**src/rtl/id_ex_pipe.sv**
```systemverilog
// ID/EX pipeline register with load-use hazard detection, early forwarding-select
// computation and a saturating count of load-use bubbles.
module id_ex_pipe #(
  parameter int REG_DATA_WIDTH = 64,
  parameter int REG_ADDR_WIDTH = 5,
  parameter int PC_WIDTH       = 64,
  parameter int CTRL_WIDTH     = 8
) (
  input  logic                      clk,
  input  logic                      reset_n,
  input  logic                      id_valid,
  input  logic [PC_WIDTH-1:0]       id_pc,
  input  logic [REG_ADDR_WIDTH-1:0] id_rs1_addr,
  input  logic [REG_ADDR_WIDTH-1:0] id_rs2_addr,
  input  logic [REG_ADDR_WIDTH-1:0] id_rd_addr,
  input  logic                      id_use_rs1,
  input  logic                      id_use_rs2,
  input  logic [REG_DATA_WIDTH-1:0] id_rs1_data,
  input  logic [REG_DATA_WIDTH-1:0] id_rs2_data,
  input  logic [REG_DATA_WIDTH-1:0] id_imm,
  input  logic [CTRL_WIDTH-1:0]     id_ctrl,
  input  logic                      id_reg_write,
  input  logic                      id_mem_read,
  input  logic                      id_mem_write,
  input  logic                      mem_reg_write,
  input  logic [REG_ADDR_WIDTH-1:0] mem_rd_addr,
  input  logic                      flush,
  input  logic                      hold,
  output logic                      hazard_stall,
  output logic                      ex_valid,
  output logic [PC_WIDTH-1:0]       ex_pc,
  output logic [REG_ADDR_WIDTH-1:0] ex_rs1_addr,
  output logic [REG_ADDR_WIDTH-1:0] ex_rs2_addr,
  output logic [REG_ADDR_WIDTH-1:0] ex_rd_addr,
  output logic [REG_DATA_WIDTH-1:0] ex_rs1_data,
  output logic [REG_DATA_WIDTH-1:0] ex_rs2_data,
  output logic [REG_DATA_WIDTH-1:0] ex_imm,
  output logic [CTRL_WIDTH-1:0]     ex_ctrl,
  output logic                      ex_reg_write,
  output logic                      ex_mem_read,
  output logic                      ex_mem_write,
  output logic [1:0]                ex_fwd_a,
  output logic [1:0]                ex_fwd_b,
  output logic [31:0]               bubble_count
);

  typedef struct packed {
    logic                      valid;
    logic [PC_WIDTH-1:0]       pc;
    logic [REG_ADDR_WIDTH-1:0] rs1_addr;
    logic [REG_ADDR_WIDTH-1:0] rs2_addr;
    logic [REG_ADDR_WIDTH-1:0] rd_addr;
    logic [REG_DATA_WIDTH-1:0] rs1_data;
    logic [REG_DATA_WIDTH-1:0] rs2_data;
    logic [REG_DATA_WIDTH-1:0] imm;
    logic [CTRL_WIDTH-1:0]     ctrl;
    logic                      reg_write;
    logic                      mem_read;
    logic                      mem_write;
    logic [1:0]                fwd_a;
    logic [1:0]                fwd_b;
  } ex_stage_t;

  ex_stage_t ex_q;
  ex_stage_t id_entry;
  logic [1:0] fwd_a_next;
  logic [1:0] fwd_b_next;
  logic       ex_rd_nonzero;
  logic       mem_rd_nonzero;

  assign ex_rd_nonzero  = (ex_q.rd_addr != '0);
  assign mem_rd_nonzero = (mem_rd_addr != '0);

  always_comb begin
    hazard_stall = id_valid & ex_q.valid & ex_q.mem_read & ex_rd_nonzero &
                   ((id_use_rs1 & (id_rs1_addr == ex_q.rd_addr)) |
                    (id_use_rs2 & (id_rs2_addr == ex_q.rd_addr))) &
                   ~flush & ~hold;
  end

  // The instruction now in EX will sit in EX/MEM when this one reaches EX, so it takes precedence.
  always_comb begin
    fwd_a_next = 2'b00;
    fwd_b_next = 2'b00;
    if (id_use_rs1) begin
      if (ex_q.valid & ex_q.reg_write & ex_rd_nonzero & (ex_q.rd_addr == id_rs1_addr))
        fwd_a_next = 2'b01;
      else if (mem_reg_write & mem_rd_nonzero & (mem_rd_addr == id_rs1_addr))
        fwd_a_next = 2'b10;
    end
    if (id_use_rs2) begin
      if (ex_q.valid & ex_q.reg_write & ex_rd_nonzero & (ex_q.rd_addr == id_rs2_addr))
        fwd_b_next = 2'b01;
      else if (mem_reg_write & mem_rd_nonzero & (mem_rd_addr == id_rs2_addr))
        fwd_b_next = 2'b10;
    end
  end

  always_comb begin
    id_entry           = '0;
    id_entry.valid     = 1'b1;
    id_entry.pc        = id_pc;
    id_entry.rs1_addr  = id_rs1_addr;
    id_entry.rs2_addr  = id_rs2_addr;
    id_entry.rd_addr   = id_rd_addr;
    id_entry.rs1_data  = id_rs1_data;
    id_entry.rs2_data  = id_rs2_data;
    id_entry.imm       = id_imm;
    id_entry.ctrl      = id_ctrl;
    id_entry.reg_write = id_reg_write;
    id_entry.mem_read  = id_mem_read;
    id_entry.mem_write = id_mem_write;
    id_entry.fwd_a     = fwd_a_next;
    id_entry.fwd_b     = fwd_b_next;
  end

  // Flush beats hold; a bubble is an all-zero entry.
  always_ff @(posedge clk or negedge reset_n) begin
    if (!reset_n)
      ex_q <= '0;
    else if (flush)
      ex_q <= '0;
    else if (hold)
      ex_q <= ex_q;
    else if (hazard_stall || !id_valid)
      ex_q <= '0;
    else
      ex_q <= id_entry;
  end

  always_ff @(posedge clk or negedge reset_n) begin
    if (!reset_n)
      bubble_count <= '0;
    else if (hazard_stall && (bubble_count != 32'hFFFF_FFFF))
      bubble_count <= bubble_count + 32'd1;
  end

  assign ex_valid     = ex_q.valid;
  assign ex_pc        = ex_q.pc;
  assign ex_rs1_addr  = ex_q.rs1_addr;
  assign ex_rs2_addr  = ex_q.rs2_addr;
  assign ex_rd_addr   = ex_q.rd_addr;
  assign ex_rs1_data  = ex_q.rs1_data;
  assign ex_rs2_data  = ex_q.rs2_data;
  assign ex_imm       = ex_q.imm;
  assign ex_ctrl      = ex_q.ctrl;
  assign ex_reg_write = ex_q.reg_write;
  assign ex_mem_read  = ex_q.mem_read;
  assign ex_mem_write = ex_q.mem_write;
  assign ex_fwd_a     = ex_q.fwd_a;
  assign ex_fwd_b     = ex_q.fwd_b;

endmodule
```
**config.mk**
```make
export PLATFORM = sky130hd
export DESIGN_NAME = id_ex_pipe
export DESIGN_NICKNAME = d
export VERILOG_FILES = /design/src/rtl/id_ex_pipe.sv
export SDC_FILE = /design/constraint.sdc
export NUM_CORES = 1
export LEC_CHECK = 0
export CAP_MARGIN = 20
export CORE_AREA = 2 2 241 243
export DETAILED_ROUTE_END_ITERATION = 7
export DIE_AREA = 0 0 243 245
export DONT_BUFFER_PORTS = 1
export PLACE_DENSITY = 0.37
export SKIP_LAST_GASP = 1
export SYNTH_ARGS = -nofsm -noshare
export SYNTH_HDL_FRONTEND = slang
export SYNTH_SLANG_ARGS = --single-unit
```
**constraint.sdc**
```tcl
create_clock -name clk -period 2.8 [get_ports clk]
set_clock_uncertainty 0.15 [all_clocks]
set_input_delay 0.56 -clock clk [delete_from_list [all_inputs] [get_ports clk]]
set_output_delay 0.56 -clock clk [all_outputs]
set_load 0.005 [all_outputs]
```
**Yosys cells after proc, flatten, opt, wreduce, memory -nomap -nowiden**

Cells that the tools add are included.

- Bitwise logic cells: 18
- Reductions and logical operators: 5
- Eq/ne operators: 8
- Mux-type cells: 9
- Add/subtract/negate cells: 1

Operator list:

| cell | count |
|---|---|
| 287-bit two-way mux | 3 |
| 32-bit by 1-bit adder with 32-bit output, second input constant | 1 |
| 32-bit inequality test, second input constant | 1 |
| 5-bit == test | 6 |
| 1-bit bitwise AND | 15 |
| 2-bit two-way mux | 6 |
| 5-bit nonzero test | 2 |
| 2-bit inequality test, second input constant | 1 |
| 1-bit NOT | 2 |
| 1-bit logical AND | 1 |
| 1-bit zero test | 1 |
| 1-bit logical OR | 1 |
| 1-bit bitwise OR | 1 |

- Word-level logic and storage cells: 56
- Flip-flop bits (word level): 319
- Output and inout port bits: 320
- Input bits: 295

**Logic depth before layout (Yosys ltp)**

Gate-level depths: netlist (run 1).

- Depth in word-level cells: 10
- Depth in mapped cells: 9
- Depth with buffers taken out: 7

**Worst setup path before layout (run 1)**

No wires, ideal clock.

- Kind: input to register
- Start point: input id_rs1_addr[2]
- End point: register ex_q (netlist bit ex_pc[0])
- Buffers on the path: 3
- Data required time: 2.529 ns
- Slack: 0.493 ns
- Setup time: 0.121 ns
- Data arrival time: 2.036 ns
- Stages on the path: 9
- Cells stage by stage: xor2_1 -> nor3_2 -> nand3_1 -> a211o_1 -> and2_1 -> buf_4 -> buf_6 -> buf_4 -> a22o_1

- Cells in the longest elaborated chain, start to end: 10

Ends and longest elaborated chain:

| what | RTL line | source |
|---|---|---|
| start, declared | 13 | `input logic [REG_ADDR_WIDTH-1:0] id_rs1_addr,` |
| 5-bit == test | 76 | `((id_use_rs1 & (id_rs1_addr == ex_q.rd_addr)) \|` |
| 1-bit bitwise AND | 76 |  |
| 1-bit bitwise OR | 76 |  |
| 1-bit bitwise AND | 75 | `hazard_stall = id_valid & ex_q.valid & ex_q.mem_read & ex_rd_nonzero &` |
| 1-bit bitwise AND | 77 | `(id_use_rs2 & (id_rs2_addr == ex_q.rd_addr))) &` |
| 1-bit bitwise AND | 78 | `~flush & ~hold;` |
| 1-bit logical OR | 125 | `else if (hazard_stall \|\| !id_valid)` |
| 287-bit two-way mux | 125 |  |
| 287-bit two-way mux | 123 | `else if (hold)` |
| 287-bit two-way mux | 121 | `else if (flush)` |
| end signal, assigned | 124 | `ex_q <= ex_q;` |
| end signal, assigned | 128 | `ex_q <= id_entry;` |
| end, declared | 64 | `ex_stage_t ex_q;` |

Every way passes these cells. The select of a mux whose other input is x is not followed.
A chain may end at the register's enable or synchronous reset.

**Worst setup path after layout (run 1)**

- Start point: register ex_q (netlist bit ex_rd_addr[1])
- End point: output hazard_stall

- Cells in the longest elaborated chain, start to end: 6
- Elaborated cells on any way between the ends: 10
- Those cells by class: 2 x eq/ne; 7 x bitwise; 1 x reduce/logical

Ends and longest elaborated chain:

| what | RTL line | source |
|---|---|---|
| 5-bit == test (on tied branches) | 76, 77 |  |
| 1-bit bitwise AND (on tied branches) | 76, 77 |  |
| 1-bit bitwise OR | 76 |  |
| 1-bit bitwise AND (*) | 75 |  |
| 1-bit bitwise AND (*) | 77 |  |
| 1-bit bitwise AND (*) | 78 |  |
| end, declared | 29 | `output logic hazard_stall,` |

Every way passes the cells marked *; elsewhere a longest branch is shown, timed or not.

==> metrics.csv, run 1 <==
metric,value,unit
"flops & latches, synth",319,
input/output buffers,0,
count of pins over their slew limit,0,
global route overflow,0,
final setup vio count,0,
Cell Pwr Density,633,nW/um2
Iter 0 DRT Violations,517,
ys async rst share,100,%
Initial Util,21.1,%
Buf/Inv on CP,1,
Fill cells,5697,
vias in the first global route,9176,
clock-pin slew on the worst setup and hold paths,0.06,ns
leakage,7.78,nW
status,"finished, violations left",
final period utilization,97.9,%
cts hold-fix bufs,284,
Layout Area Growth over Synthesis,41.4,%
via count,8617,
max incr delay on CP,0.53,ns
global-route wire length before repair,62.3,mm
share of layout cells above drive strength 1,8.49,%
Setup WS post-layout,0.0581,ns
clock buffer depth,3,
worst reg2reg setup slack,0.17,ns
Top Family by Delay on Critical Path,simple AND/OR/NAND/NOR gates,
total core area,57000,um2
initial antenna violation count,8,
worst path arrival time,2.03,ns
max frequency,365,MHz
worst slew pin tran,0.716,ns
clk sinks,319,
fin crit period,2.74,ns
Diodes inserted,0,
root buf cell,clkbuf_16,
Netlist cell types,32,
synth top area cells,"dfrtp_1 66%, a22o_1 21%, xor2_1 2.3%",
critical path's slowest cell,or4_1,
die area,59500,um2
Setup Slack @ Placement,0.201,ns
sequential fraction of the synthesis area,66.4,%
top-area cell type share of the netlist area,66.4,%
chip height,245,um
critical path class,reg2out,
Post-synth EDFFs,0,
nets,1411,
length of the first detailed-routing pass in iterations,5,
CP required,2.09,ns
ys flop type,dfrtp_1,
unrepaired setup endpoints after global routing,yes,
max-cap violation count,0,
Vias per Instance,4.52,
Final Hold Viols,319,
Syn Area/Cell,14.4,um2
crit-path cells,or4_1 -> nor2_1 -> a211o_1 -> inv_2,
pin count of the biggest net entering global routing,320,
ANT nets after route,0,
synth cell count leaders,"319 x dfrtp_1, 282 x a22o_1, 33 x clkbuf_1",
CP endpoint kind,output port,
Startpoint Class,flip-flop,
drc violations,0,
failing checks,negative hold slack,
row cnt,88,
GP Congestion,0.783,
Overall Global Routing Usage,13.6,%
TritonCTS Buffers,38,
cell taking the most area after synthesis,dfrtp_1,
Post-Route WL,42.2,mm
DP HPWL,28.9,mm
hold_ws,-0.429,ns
H-tree lvl count,2,
Slew headroom,52.3,%
I/O pin cnt,615,
Synth Cell Area,12000,um2
Post-Syn Instances,837,
Min-Delay Path Class,in2async,
most numerous cell in the Yosys netlist,dfrtp_1,
Worst VDD drop,0.323,mV
total number of yosys warnings,0,
CTS tree,done,
WL/cell,22.1,um
Mapped Nets,1133,
Die Wd,243,um
Clock Latency Late Sink,0.54,ns
Crit Path Max Fanout,5,
==> repair_timing <==
item                                   4_1_cts  5_1_grt
endpoints found under the hold margin      604      319
pin swaps                                    1        4
buffers inserted                             1        0
gates resized for setup                      3        4
setup endpoints to repair                    1        1
==> state kept, by name, summed over array words and instances, names as in the netlist, 2 cells and up <==
register	flops
ex_pc	64
ex_rs1_data	64
ex_fwd_b	2
bubble_count	32
ex_rs2_addr	5
ex_ctrl	8
ex_rs1_addr	5
ex_rs2_data	64
ex_fwd_a	2
ex_imm	64
ex_rd_addr	5
==> cells by family (layout without fill, tap and decap cells) <==
family                     count (synthesis)  in the layout  share of synthesized area, %
adders and majority gates                  1              1                         0.104
AOI/OAI and AO/OA                        290            290                          21.1
muxes                                      1              1                        0.0936
buffers and inverters                     72            377                          3.90
DFF                                      319            319                          66.4
xor gates and xnor gates                  51             51                          3.71
and+or+nand+nor                          103            103                          4.75
==> layout by cell type (no fill, tap or decap), types with 2 or more instances in the layout <==
cell type,n
a22o_1,282
a32o_1,4
and3_1,11
and4_1,4
buf_12,10
buf_4,13
bufinv_16,3
clkbuf_1,5
clkbuf_16,41
clkbuf_8,9
clkinv_2,6
clkinvlp_4,2
dfrtp_1,315
dfrtp_2,4
dlygate4sd3_1,284
inv_1,2
nand2_1,10
nand3_1,25
nand4_1,7
nor2_1,7
nor3_1,16
nor3_2,2
nor3b_1,2
nor4_1,6
o21ai_0,2
or3_1,4
or4_1,3
xnor2_1,20
xor2_1,30
==> area by class of cell <==
cell class / count / area [um2] / share of cell area, %
Sequential cell: 319 / 7990 / 47.0
Tap cell: 765 / 957 / 5.63
Clock buffer: 55 / 1170 / 6.87
Timing Repair Buffer: 307 / 3140 / 18.5
Multi-Input combinational cell: 446 / 3600 / 21.2
Clock inverter: 12 / 144 / 0.846
Inverter: 3 / 11.3 / 0.0662
==> metal layers <==
metal | wire length (um) | track usage (%) | share of wire (%)
met4 | 813 | 3.77 | 1.9
met3 | 4440 | 5.87 | 11
met2 | 21100 | 23.3 | 50
met1 | 15800 | 15.4 | 38
met5 | 41 | 0 | 0.097
==> per-stage QoR <==
stage               cells  TNS (ns)  area, um2  util, %  total power, W
floorplan             837         0      12000        -         0.00522
global placement     1555         0      12800     22.5         0.00535
detailed placement   1555         0      12800     22.5         0.00535
CTS                  1907         0      17000     29.8          0.0110
global route         1907   -0.0559      17000     29.8          0.0112
finish               1907         0      17000     29.8          0.0108
==> power by group <==
group	leakage [nW]	switching [W]	internal (W)
logic	2.79	0.000270	0.000422
clock network	0.646	0.00198	0.00317
registers	4.35	0.000167	0.00477
total	7.78	0.00241	0.00836
==> final timing paths <==
path	from	end	cells after the start
worst max-delay path	ex_rd_addr[1]	hazard_stall	4
worst min-delay path	reset_n	bubble_count[31]	0
worst max register to register	ex_rd_addr[1]	ex_rs2_data[52]	8
worst min register to register	bubble_count[27]	bubble_count[27]	1
max in group asynchronous	reset_n	ex_imm[54]	0
min in group clk	id_use_rs2	ex_fwd_b[0]	1
Note: power is estimated with default switching activity, not from simulation.
==> run 2: changes to the inputs <==
--- a/config.mk
+++ b/config.mk
@@ -10,8 +10,10 @@
 export DETAILED_ROUTE_END_ITERATION = 7
 export DIE_AREA = 0 0 243 245
 export DONT_BUFFER_PORTS = 1
+export GPL_TIMING_DRIVEN = 0
 export PLACE_DENSITY = 0.37
 export SKIP_LAST_GASP = 1
+export SLEW_MARGIN = 20
 export SYNTH_ARGS = -nofsm -noshare
 export SYNTH_HDL_FRONTEND = slang
 export SYNTH_SLANG_ARGS = --single-unit
==> run 2 against run 1 <==
Net effect: the run ends with negative hold slack, negative setup slack left; core utilization increased by 0.35 points; worst hold slack lost 0.0055 ns; register-to-register slack improved by 0.03 ns; critical path depth up 2; sequential share of layout area fell by 0.54 points; critical endpoint unchanged.
==> metrics.csv, run 2 (same netlist as run 1, synthesis figures left out) <==
metric,value,unit,change
status,"finished, violations left",,unchanged
failing checks,"negative hold slack, negative setup slack",,was negative hold slack
row cnt,88,,unchanged
clock buffer depth,3,,unchanged
Cell Pwr Density,626,nW/um2,was 633 nW/um2
Overall Global Routing Usage,14.9,%,was 13.6%
max-cap violation count,0,,unchanged
Final Hold Viols,319,,unchanged
GP Congestion,0.792,,was 0.783
leakage,7.87,nW,was 7.78 nW
Min-Delay Path Class,in2async,,unchanged
root buf cell,clkbuf_16,,unchanged
CP required,2.09,ns,about the same
H-tree lvl count,2,,unchanged
Vias per Instance,4.52,,about the same
"commonest non-fill, non-tap cell in the layout",dfrtp_1,,unchanged
share of layout cells above drive strength 1,9.24,%,was 8.49%
Iter 0 DRT Violations,392,,was 517
Die Wd,243,um,unchanged
final setup vio count,1,,was 0
pin count of the biggest net entering global routing,320,,unchanged
max frequency,349,MHz,was 365 MHz
clk sinks,319,,unchanged
global route overflow,0,,unchanged
worst reg-to-reg path cell count,9,,was 8
Layout Area Growth over Synthesis,43.0,%,was 41.4%
ANT nets after route,0,,unchanged
Setup WS post-layout,-0.0685,ns,was 0.0581 ns
input/output buffers,0,,unchanged
hold_ws,-0.435,ns,was -0.429 ns
PnR Total Power,0.0108,W,about the same
drc violations,0,,unchanged
Slew headroom,42.5,%,was 52.3%
TritonCTS Buffers,37,,was 38
placed cells,1602,,was 1555
Finished Layout Cells,1962,,was 1907
unrepaired setup endpoints after global routing,yes,,unchanged
"commonest non-fill, non-tap cells in the layout","314 x dfrtp_1, 284 x dlygate4sd3_1, 282 x a22o_1, 41 x clkbuf_1, 39 x clkbuf_16",,"was 315 x dfrtp_1, 284 x dlygate4sd3_1, 282 x a22o_1, 41 x clkbuf_16, 30 x xor2_1"
die area,59500,um2,unchanged
I/O pin cnt,615,,unchanged
Crit Path Max Fanout,5,,unchanged
chip height,245,um,unchanged
worst path arrival time,2.16,ns,was 2.03 ns
count of pins over their slew limit,0,,unchanged
total core area,57000,um2,unchanged
Worst VDD drop,0.399,mV,was 0.323 mV
vias in the first global route,9842,,was 9176
global-route wire length before repair,66.9,mm,was 62.3 mm
Fin Setup TNS,-0.0685,ns,was 0 ns
CTS tree,done,,unchanged
final period utilization,102,%,was 97.9%
via count,8867,,was 8617
Clock Latency Late Sink,0.54,ns,about the same
critical path class,reg2out,,unchanged
worst slew pin tran,0.863,ns,was 0.716 ns
Initial Util,21.1,%,unchanged
length of the first detailed-routing pass in iterations,4,,was 5
nets,1460,,was 1411
CP endpoint kind,output port,,unchanged
clock-pin slew on the worst setup and hold paths,0.06,ns,about the same
WL/cell,23.6,um,was 22.1 um
DP HPWL,32.7,mm,was 28.9 mm
Setup Slack @ Placement,-0.406,ns,was 0.201 ns
Startpoint Class,flip-flop,,unchanged
fin crit period,2.87,ns,was 2.74 ns
initial antenna violation count,9,,was 8
Post-Route WL,46.4,mm,was 42.2 mm
cts hold-fix bufs,284,,unchanged
==> run 2: cell count changes in the layout (fill, tap and decap cells not counted), sizes merged <==
| cell | previous run | this run |
|---|---|---|
| clkinv | 7 | 4 |
| bufbuf | 0 | 1 |
| clkinvlp | 2 | 3 |
| clkbuf | 55 | 87 |
| inv | 3 | 4 |
| diode | 0 | 6 |
| bufinv | 3 | 4 |
| buf | 23 | 39 |
==> run 2: per-layer routing <==
| metal | global-route usage (%) | vias to the layer above | part of all wire [%] |
|---|---|---|---|
| met5 | 0 | - | 0.097 |
| li1 | - | 3861 | - |
| met2 | 25.6 | 443 | 50 |
| met1 | 16.0 | 4467 | 36 |
| met4 | 5.68 | 6 | 3.2 |
| met3 | 6.82 | 90 | 11 |
==> run 2: where the power goes <==
part	switching (W)	internal (W)
logic	0.000301	0.000434
clock network	0.00199	0.00310
registers	0.000171	0.00477
==> run 2: what timing repair did <==
| item | CTS | global route |
|---|---|---|
| pin swaps | 8 | 0 |
| setup endpoints to repair | 1 | 1 |
| resized for setup | 13 | 0 |
| buffers inserted | 3 | 0 |
| hold endpoints to repair | 605 | 319 |
| gates cloned | 1 | 0 |
==> run 2: through the flow <==
stage | utilization, % | cell area, um2
after floorplan | - | 12000
after global placement | 22.8 | 13000
after detailed placement | 22.8 | 13000
after CTS | 30.1 | 17200
after global routing | 30.2 | 17200
final | 30.2 | 17200
==> run 2: final timing paths <==
check	to	slack (ns)	from
min reg2reg	bubble_count[27]	0.37	bubble_count[27]
min	bubble_count[3]	-0.43	reset_n
min in group clk	ex_fwd_a[1]	0.33	mem_rd_addr[3]
max in group asynchronous	ex_imm[47]	2.41	reset_n
max reg2reg	ex_rs1_data[2]	0.20	ex_rd_addr[3]
max	hazard_stall	-0.07	ex_rd_addr[3]
==> run 2: final cells by class <==
cell class	count	area (um2)
diodes	6	15.0
plain buffers	69	468
clock buffers	54	1100
clock inverters	12	171
fillers	5748	39800
inverters	3	13.8
multi-input cells	446	3590
flip-flops and latches	319	7990
well taps	765	957
repair buffers	288	2900
==> run 2: critical path: stages (launching register included) <==
cell and delay, ns:
dfrtp_2 0.46, xor2_1 0.17, nor3_2 0.27, nand3_1 0.14, a211o_4 0.39, inv_4 0.08, buf_8 0.11
